<file path="config.mk">
export PLATFORM = sky130hd
export DESIGN_NAME = if_fetch_stage_flat
export DESIGN_NICKNAME = d
export VERILOG_FILES = /design/src/rtl/if_fetch_stage_pkg.sv /design/src/rtl/pcmux_mp4.sv /design/src/rtl/if_fetch_stage_if.sv /design/src/rtl/if_fetch_stage_queue.sv /design/src/rtl/if_fetch_stage.sv /design/src/flat_wrapper.sv
export SDC_FILE = /design/constraint.sdc
export NUM_CORES = 1
export LEC_CHECK = 0
export ABC_CLOCK_PERIOD_IN_PS = 6000
export CORE_AREA = 5 5 179 181
export DETAILED_ROUTE_END_ITERATION = 8
export DIE_AREA = 0 0 184 186
export GPL_ROUTABILITY_DRIVEN = 0
export PLACE_DENSITY_LB_ADDON = 0.2
export RECOVER_POWER = 50
export SYNTH_ARGS = -nofsm -noshare
export SYNTH_HDL_FRONTEND = slang
export SYNTH_HIERARCHICAL = 1
export SYNTH_SLANG_ARGS = --single-unit
</file>
<file path="constraint.sdc">
create_clock -name clk -period 6 [get_ports clk]
set_input_delay 0.6 -clock clk [delete_from_list [all_inputs] [get_ports clk]]
set_output_delay 0.6 -clock clk [all_outputs]
set_load 0.02 [all_outputs]
</file>
<file path="src/rtl/if_fetch_stage_pkg.sv">
// Fetch-stage types, constants and helpers.
// Imported by the fetch stage and its queue.
package if_fetch_pkg;

  typedef enum logic [1:0] {
    IDLE,
    BUSY,
    DROP
  } fetch_state_t;

  typedef struct packed {
    logic [31:0] pc;
    logic [31:0] instr;
  } fetch_entry_t;

  localparam logic [31:0] RESET_PC_DEFAULT = 32'h4000_0060;
  localparam logic [31:0] NOP_INSTR = 32'h0000_0013;

  function automatic logic [31:0] word_align(
    input logic [31:0] a
  );
    return {a[31:2], 2'b00};
  endfunction

endpackage

</file>
<file path="src/rtl/pcmux_mp4.sv">
// PC-mux select encoding shared by EX and fetch.
// Only the three listed codes are legal.
package pcmux_mp4;

  typedef enum logic [1:0] {
    pc_plus4   = 2'b00,
    branch_jal = 2'b01,
    jalr       = 2'b10
  } pcmux_mp4_sel_t;

endpackage

</file>
<file path="src/rtl/if_fetch_stage_if.sv">
// Instruction-memory request/response port.
// master = fetch stage, slave = memory.
interface if_fetch_stage_if;

  logic        imem_read;
  logic [31:0] imem_address;
  logic [31:0] imem_rdata;
  logic        imem_resp;

  modport master (
    output imem_read,
    output imem_address,
    input  imem_rdata,
    input  imem_resp
  );

  modport slave (
    input  imem_read,
    input  imem_address,
    output imem_rdata,
    output imem_resp
  );

endinterface

</file>
<file path="src/rtl/if_fetch_stage_queue.sv">
// Small synchronous FIFO holding fetched {pc, instr}.
// Head is read straight from storage registers.
module fetch_queue #(
  parameter int unsigned W = 64,
  parameter int unsigned DEPTH = 2,
  parameter logic [W-1:0] RST_DATA = '0
) (
  input  logic                       clk,
  input  logic                       rst,
  input  logic                       push,
  input  logic [W-1:0]               push_data,
  input  logic                       pop,
  input  logic                       flush,
  output logic [$clog2(DEPTH):0]     count,
  output logic                       head_valid,
  output logic [W-1:0]               head_data
);

  localparam int unsigned AW = $clog2(DEPTH);
  localparam logic [AW:0] FULL = (AW+1)'(DEPTH);

  logic [W-1:0]  mem [DEPTH];
  logic [AW-1:0] wr_ptr;
  logic [AW-1:0] rd_ptr;
  logic [AW:0]   cnt;
  logic          do_push;
  logic          do_pop;

  assign do_pop  = pop && (cnt != '0);
  assign do_push = push && ((cnt != FULL) || do_pop);

  always_ff @(posedge clk or negedge rst) begin
    if (!rst) begin
      wr_ptr <= '0;
      rd_ptr <= '0;
      cnt    <= '0;
      for (int i = 0; i < int'(DEPTH); i++)
        mem[i] <= RST_DATA;
    end else if (flush) begin
      wr_ptr <= '0;
      rd_ptr <= '0;
      cnt    <= '0;
    end else begin
      if (do_push) begin
        mem[wr_ptr] <= push_data;
        wr_ptr      <= wr_ptr + 1'b1;
      end
      if (do_pop)
        rd_ptr <= rd_ptr + 1'b1;
      cnt <= cnt + (AW+1)'(do_push)
                 - (AW+1)'(do_pop);
    end
  end

  assign count      = cnt;
  assign head_valid = (cnt != '0);
  assign head_data  = mem[rd_ptr];

endmodule

</file>
<file path="src/rtl/if_fetch_stage.sv">
// RV32I fetch stage: PC redirect, imem request FSM,
// stale-response drop and fetch queue toward ID.
module if_fetch_stage
  import pcmux_mp4::*;
  import if_fetch_pkg::*;
#(
  parameter logic [31:0] RESET_PC = RESET_PC_DEFAULT,
  parameter int unsigned QDEPTH = 2
) (
  input  logic                     clk,
  input  logic                     rst,
  input  pcmux_mp4_sel_t           pcmux_sel,
  input  logic [31:0]              branch_target,
  input  logic [31:0]              jalr_target,
  input  logic                     id_stall,
  if_fetch_stage_if.master         imem,
  output logic                     if_valid,
  output logic [31:0]              if_pc,
  output logic [31:0]              if_instr
);

  localparam int unsigned CW = $clog2(QDEPTH) + 1;
  localparam logic [CW:0] DEPTH_C = (CW+1)'(QDEPTH);

  fetch_state_t state;
  fetch_state_t state_n;
  logic [31:0]  fetch_pc;
  logic [31:0]  fetch_pc_n;
  logic [31:0]  addr_q;
  logic [31:0]  addr_n;
  logic         read_q;
  logic         read_n;
  logic [31:0]  target;
  logic [31:0]  pc_inc;
  logic         redirect;
  logic         push;
  logic         pop;
  logic [CW-1:0] count;
  logic [CW:0]  count_x;
  logic [CW:0]  fill_after;
  fetch_entry_t push_data;
  fetch_entry_t head;

  assign redirect = (pcmux_sel == branch_jal)
                 || (pcmux_sel == jalr);

  // word_align also clears jalr bit 0
  always_comb begin
    unique case (1'b1)
      (pcmux_sel == jalr):
        target = word_align(jalr_target);
      default:
        target = word_align(branch_target);
    endcase
  end

  assign pc_inc     = fetch_pc + 32'd4;
  assign pop        = if_valid && !id_stall;
  assign count_x    = {1'b0, count};
  assign fill_after = count_x + (CW+1)'(1)
                    - (CW+1)'(pop);
  assign push_data  = '{pc: fetch_pc,
                        instr: imem.imem_rdata};

  always_comb begin
    state_n    = state;
    fetch_pc_n = fetch_pc;
    read_n     = read_q;
    addr_n     = addr_q;
    push       = 1'b0;
    unique case (state)
      IDLE: begin
        if (redirect) begin
          fetch_pc_n = target;
        end else if (count_x < DEPTH_C) begin
          state_n = BUSY;
          read_n  = 1'b1;
          addr_n  = fetch_pc;
        end
      end
      BUSY: begin
        if (imem.imem_resp && redirect) begin
          fetch_pc_n = target;
          read_n     = 1'b0;
          state_n    = IDLE;
        end else if (imem.imem_resp) begin
          push       = 1'b1;
          fetch_pc_n = pc_inc;
          if (fill_after < DEPTH_C) begin
            addr_n = pc_inc;
          end else begin
            read_n  = 1'b0;
            state_n = IDLE;
          end
        end else if (redirect) begin
          fetch_pc_n = target;
          state_n    = DROP;
        end
      end
      DROP: begin
        // request must stay asserted until memory answers
        if (redirect)
          fetch_pc_n = target;
        if (imem.imem_resp) begin
          read_n  = 1'b0;
          state_n = IDLE;
        end
      end
      default: state_n = IDLE;
    endcase
  end

  always_ff @(posedge clk or negedge rst) begin
    if (!rst) begin
      state    <= IDLE;
      fetch_pc <= RESET_PC;
      read_q   <= 1'b0;
      addr_q   <= RESET_PC;
    end else begin
      state    <= state_n;
      fetch_pc <= fetch_pc_n;
      read_q   <= read_n;
      addr_q   <= addr_n;
    end
  end

  assign imem.imem_read    = read_q;
  assign imem.imem_address = addr_q;

  fetch_queue #(
    .W        (64),
    .DEPTH    (QDEPTH),
    .RST_DATA ({32'h0, NOP_INSTR})
  ) u_queue (
    .clk        (clk),
    .rst        (rst),
    .push       (push),
    .push_data  (push_data),
    .pop        (pop),
    .flush      (redirect),
    .count      (count),
    .head_valid (if_valid),
    .head_data  (head)
  );

  assign if_pc    = head.pc;
  assign if_instr = head.instr;

  always @(posedge clk)
    if (rst)
      assert (pcmux_sel != 2'b11)
        else $error("illegal pcmux_sel 2'b11");

endmodule

</file>
<file path="src/flat_wrapper.sv">
// flat-port wrapper written by rule: the top's interface ports become plain ports
module if_fetch_stage_flat import pcmux_mp4::*; import if_fetch_pkg::*;
#(
  parameter logic [31:0] RESET_PC = RESET_PC_DEFAULT,
  parameter int unsigned QDEPTH = 2
)
  (clk, rst, pcmux_sel, branch_target, jalr_target, id_stall, if_valid, if_pc, if_instr, imem_imem_read, imem_imem_address, imem_imem_rdata, imem_imem_resp);
  if_fetch_stage_if imem_i ();
  input  logic clk;
  input  logic rst;
  input  pcmux_mp4_sel_t pcmux_sel;
  input  logic [31:0] branch_target;
  input  logic [31:0] jalr_target;
  input  logic id_stall;
  output logic if_valid;
  output logic [31:0] if_pc;
  output logic [31:0] if_instr;
  output wire logic [$bits(imem_i.imem_read)-1:0] imem_imem_read;
  output wire logic [$bits(imem_i.imem_address)-1:0] imem_imem_address;
  input wire logic [$bits(imem_i.imem_rdata)-1:0] imem_imem_rdata;
  input wire logic [$bits(imem_i.imem_resp)-1:0] imem_imem_resp;
  assign imem_imem_read = imem_i.imem_read;
  assign imem_imem_address = imem_i.imem_address;
  assign imem_i.imem_rdata = imem_imem_rdata;
  assign imem_i.imem_resp = imem_imem_resp;
  if_fetch_stage #(.RESET_PC(RESET_PC), .QDEPTH(QDEPTH)) u_core (.clk(clk), .rst(rst), .pcmux_sel(pcmux_sel), .branch_target(branch_target), .jalr_target(jalr_target), .id_stall(id_stall), .imem(imem_i), .if_valid(if_valid), .if_pc(if_pc), .if_instr(if_instr));
endmodule
</file>
* Word level (Yosys, flattened, before mapping)
Cells that the tools add are included.
Cells by class: $add $sub $neg 7, magnitude comparators 5, equality and inequality tests 15, mux-type cells 40, bitwise gates (word level) 3, reduce and logical (&&, ||, !) cells 20
Operators by type and width (number):
- $mux 32 | 9
- $mux 64 | 4
- $bwmux 128 | 1
- $pmux 32 s2 | 2
- $demux 64 s1 | 1
- $add 32x3->32 const B | 1
- $mux 2 | 8
- $mux 1 | 13
- $reduce_and 6->1 | 2
- $ne 2x2->1 const B | 5
- $reduce_bool 2->1 | 5
- $ne 3x2->1 const B | 2
- $pmux 2 s3 | 1
- $logic_and 1x1->1 | 5
- $reduce_and 5->1 | 1
- $eq 2x1->1 const B | 2
- $eq 2x2->1 const B | 2
- $ge 2x2->1 const B | 2
- $ne 2x1->1 const B | 2
- $ne 4x2->1 const B | 1
- $ne 4x3->1 const B | 1
- $not 1->2 | 2
- $add 2x1->3 const B | 1
- $lt 3x2->1 const B | 1
- 14 further kinds | 16
Storage, ports and cells: register bits after elaboration 199, input port bits 102, output and inout bits 98, logic and storage cells 99

* Logic depth before layout (Yosys ltp)
depth in word-level cells 9, mapped depth 10, depth with buffers taken out 9

* Cells and area by module
The synthesis kept the hierarchy.
Modules (own cells, without submodules):
- fetch_queue | times used 1, cells an instance 364, area each 5983.2 µm², seq. area each 3310.7 µm²
- if_fetch_stage | times used 1, cells an instance 499, area each 4399.2 µm², seq. area each 1684.1 µm²

* Least setup slack after synthesis
OpenSTA, ideal clock, no wires.
path type input to register, start point input port pcmux_sel[0], end point register u_core/u_queue/mem[10] (netlist name), data arrival time 2.271 ns, required time 5.875 ns, setup slack 3.604 ns, cell stages on the path 8, cells stage by stage inv_1 > ha_1 > clkbuf_1 > and3_1 > and4b_1 > buf_6 > buf_6 > mux2_4
On the way: cells in the longest elaborated chain, start to end 7
Ends and longest elaborated chain:
- start, declared | line flat_wrapper.sv:11 | input pcmux_mp4_sel_t pcmux_sel;
- $eq 2x1->1 / $eq 2x2->1 (equally long branches) | line if_fetch_stage.sv:44, if_fetch_stage.sv:45
- $logic_or 1x1->1 (*) | line if_fetch_stage.sv:45 | || (pcmux_sel == jalr);
- $logic_and 1x1->1 (*) | line if_fetch_stage.sv:82 | if (imem.imem_resp && redirect) begin
- $mux 1 (*) | line if_fetch_stage.sv:82
- $mux 1 (*) | line if_fetch_stage.sv:71 | unique case (state)
- named net u_core.push | line if_fetch_stage.sv:36 | logic push;
- $logic_and 1x1->1 (*) | line if_fetch_stage_queue.sv:30 | assign do_push = push && ((cnt != FULL) || do_pop);
- $reduce_and 2->1 (no line) (*)
- end signal, assigned by index | line if_fetch_stage_queue.sv:45 | mem[wr_ptr] <= push_data;
- end, declared | line if_fetch_stage_queue.sv:22 | logic [W-1:0] mem [DEPTH];
Mark *: on every way through the listed nets, which the timed path passes. The rest lies on a longest branch. A chain may end at the register's enable or synchronous reset.

* Final worst setup path
start point input port pcmux_sel[0], end point register u_core.fetch_pc[28]
On the way: cells in the longest elaborated chain, start to end 6
Ends and longest elaborated chain:
- $eq 2x2->1 / $eq 2x1->1 (equally long branches) | line if_fetch_stage.sv:45, if_fetch_stage.sv:50, if_fetch_stage.sv:44
- $mux 32 / $logic_or 1x1->1 (equally long branches) | line if_fetch_stage.sv:49, if_fetch_stage.sv:45
- $mux 32 | line if_fetch_stage.sv:73, if_fetch_stage.sv:95, if_fetch_stage.sv:102
- $mux 32 | line if_fetch_stage.sv:86 | end else if (imem.imem_resp) begin
- $mux 32 | line if_fetch_stage.sv:82
- $pmux 32 s2 (*) | line if_fetch_stage.sv:71
- end signal, assigned | line if_fetch_stage.sv:121 | fetch_pc <= fetch_pc_n;
- end, declared | line if_fetch_stage.sv:27 | logic [31:0] fetch_pc;
Every way passes the cells marked *; elsewhere a longest branch is shown, timed or not.

==> impl_metrics.json <==
{
  "area_growth_pct": 27.2,
  "io_pins": 200,
  "die_y_um": 186,
  "worstMarginPinSlew_ns": 2.56,
  "dieArea_sq_mm": 0.0342,
  "viasPerCell": 5.13,
  "rsz0062_at_grt": "no",
  "switching_power_mw": 2.38,
  "setup_tns_ns": 0,
  "fillers": 2848,
  "synth_edf_count": 0,
  "cts_buffers": 17,
  "io_buffers": 195,
  "first_iter_violations": 388,
  "reg2reg_slack_ns": 2.70,
  "gr-usage-all-layers": 0.161,
  "period_share": 0.704,
  "firstDrtPassIters": 5,
  "initial_core_util": 0.343,
  "synth_top_area_frac": 0.451,
  "synthTopCellsByCount": "dfrtp_1, mux2_2, nand2_1",
  "cts_max_level": 4,
  "max_slew_margin": -0.707,
  "status": "complete, but fails checks",
  "swShare": 0.371,
  "synthesis.nets": 974,
  "diodes": 0,
  "netlist_top_cells_area": "dfrtp_1, mux2_2, mux2_4",
  "slew_viol_final": 163,
  "synth_cell_types": 59,
  "syn_area_per_cell_sq_um": 12.0,
  "grt_pass1_vias": 7378,
  "crit_arrival_ns": 4.52,
  "synth_top_area_cell": "dfrtp_1",
  "synth-seq-cells": 199,
  "p_comb_frac": 0.432,
  "max-cap-violations": 3,
  "clkLatencyLatePin_ns": 0.44,
  "drive_above_1_share": 0.281,
  "leakagePower_nw": 5.52,
  "coreArea_sq_mm": 0.0303,
  "vdd_drop_max_mv": 0.215,
  "dp_hpwl_um": 18700,
  "critPathKind": "input pin to flop",
  "nets": 1132,
  "start_kind": "input pin",
  "path_clk_slew_ns": 0.08,
  "hold_viol": 0,
  "grt_pass1_wl_um": 43300,
  "synth_cells": 863,
  "crit-reg2reg-launch": "u_core/state[0]",
  "pwr-share-seq": 0.377,
  "yosys_most_used_dff": "dfrtp_1",
  "async_reset_ff_frac": 1.00,
  "cp-end-kind": "flop",
  "grt_max_degree": 103,
  "die_x_um": 184,
  "root_buffer": "clkbuf_16",
  "finalSetupViolCount": 0,
  "violations": "max-capacitance violations, max-slew violations",
  "wire_per_inst_um": 19.2,
  "rows": 64,
  "min_period_ns": 4.22,
  "cp_data_required_time_ns": 6.30,
  "utilization": 0.436,
  "power_density_mw_per_mm2": 486,
  "ys_seq_area_frac": 0.481,
  "cts_setup_buffers": 0,
  "reg2reg_depth": 6,
  "vias": 7332,
  "skew_ns": 0.0185,
  "clkPwrFrac": 0.191,
  "p_int_mw": 4.04,
  "synth_warnings": 6,
  "max_freq_mhz": 237,
  "cts.sinks": 199,
  "ctsResizeCount": 0,
  "drtAntennaViolNets": 0,
  "reg2reg_to": "u_core/fetch_pc[28]",
  "yosysMostFrequentCell": "dfrtp_1",
  "drc_errors": 0,
  "cts_hold_buf": 0,
  "cts_tree": "yes",
  "grt_overflow": 0,
  "routed_wl_um": 27500,
  "syn_area_sq_mm": 0.0104,
  "cts.path.max_buffers": 2,
  "hold_path_class": "input pin to asynchronous set/reset pin",
  "crit_fanout": 33,
  "antenna_found_initial": 1
}
==> stage by stage <==
step | std cells | worst slack (ns) | cell area, sq um | hold slack [ns] | power [mW]
3_5_place_dp | 1398 | 1.81 | 12600 | 0.472 | 5.28
2_1_floorplan | 863 | 3.60 | 10400 | 0.304 | 4.12
4_1_cts | 1430 | 2.25 | 13200 | 0.270 | 6.55
3_3_place_gp | 1398 | 1.78 | 12600 | 0.463 | 5.24
5_1_grt | 1430 | 1.38 | 13200 | 0.296 | 6.84
6_report | 1430 | 1.78 | 13200 | 0.215 | 6.42
==> state kept, by name (all words and copies together), names as in the netlist <==
signal                    count
u_core/fetch_pc              32
u_core/imem.imem_address     32
u_core/imem.imem_read         1
u_core/state                  2
u_core/u_queue/count          2
u_core/u_queue/mem          128
u_core/u_queue/rd_ptr         1
u_core/u_queue/wr_ptr         1
==> worst max path at each step <==
stage | cells after the start | to | slack, ns | startpoint
2_1_floorplan | 8 | u_core/u_queue/mem[10] | 3.60 | pcmux_sel[0]
3_3_place_gp | 8 | u_core/u_queue/mem[124] | 1.78 | pcmux_sel[0]
3_5_place_dp | 8 | u_core/u_queue/mem[119] | 1.81 | pcmux_sel[0]
4_1_cts | 8 | u_core/u_queue/mem[114] | 2.25 | pcmux_sel[0]
5_1_grt | 8 | u_core/fetch_pc[28] | 1.38 | pcmux_sel[0]
6_report | 8 | u_core/fetch_pc[28] | 1.78 | pcmux_sel[0]
==> power groups by stage <==
stage	Sequential (mW)	Clock [mW]	Combinational, mW
after floorplan	2.36	0	1.76
after global placement	2.43	0	2.81
after CTS	2.43	1.27	2.85
after detailed placement	2.44	0	2.84
final	2.42	1.22	2.78
after global routing	2.51	1.32	3.01
==> logic make-up (layout without fill, tap and decap cells) <==
family	Yosys count	count (layout)	share of synthesized area
mux	239	239	0.279
flops	199	199	0.481
simple gates	191	191	0.0975
compound gates	119	119	0.0689
buf+inv	73	244	0.0349
xor+xnor	33	33	0.0278
fa+ha+maj	9	9	0.0108
==> worst max-delay path: stages <==
cell and delay (ns):
dlygate4sd3_1 0.52, inv_1 0.04, ha_1 1.08, or2_0 1.57, nor2_1 0.21, a21oi_1 0.25
and3_1 0.18, a211oi_1 0.04
==> cell usage in the layout, fill, tap and decap left out, types with 7 or more instances in the layout <==
cell type,instances
dlygate4sd3_1,35
clkdlybuf4s50_1,159
dfstp_2,12
nor4_1,8
ha_1,9
inv_1,12
clkbuf_16,17
xor2_1,14
mux2i_1,17
nor2_1,21
dfrtp_1,186
o21ai_0,35
and3_1,10
nand2_1,67
nand3_1,19
mux2_2,158
and2_1,7
o22ai_1,25
a21oi_1,30
nand4_1,15
xnor2_1,19
nor3_1,14
mux2_4,60
==> routing by layer <==
layer	up-vias	wire length [um]	track usage
li1	3431	-	-
met1	3652	13000	0.232
met2	217	12600	0.248
met3	30	1470	0.0297
met4	2	414	0.0476
met5	-	13	0
==> cell type report <==
cell class	instances	area (sq um)	share of cell area
Inverter	13	48.8	0.00369
Timing Repair Buffer	199	2000	0.151
Tap cell	396	495	0.0375
Clock buffer	18	439	0.0333
Multi-Input combinational cell	591	5040	0.382
Clock inverter	14	189	0.0143
Sequential cell	199	5000	0.378
Power figures use the tool's default switching activity.
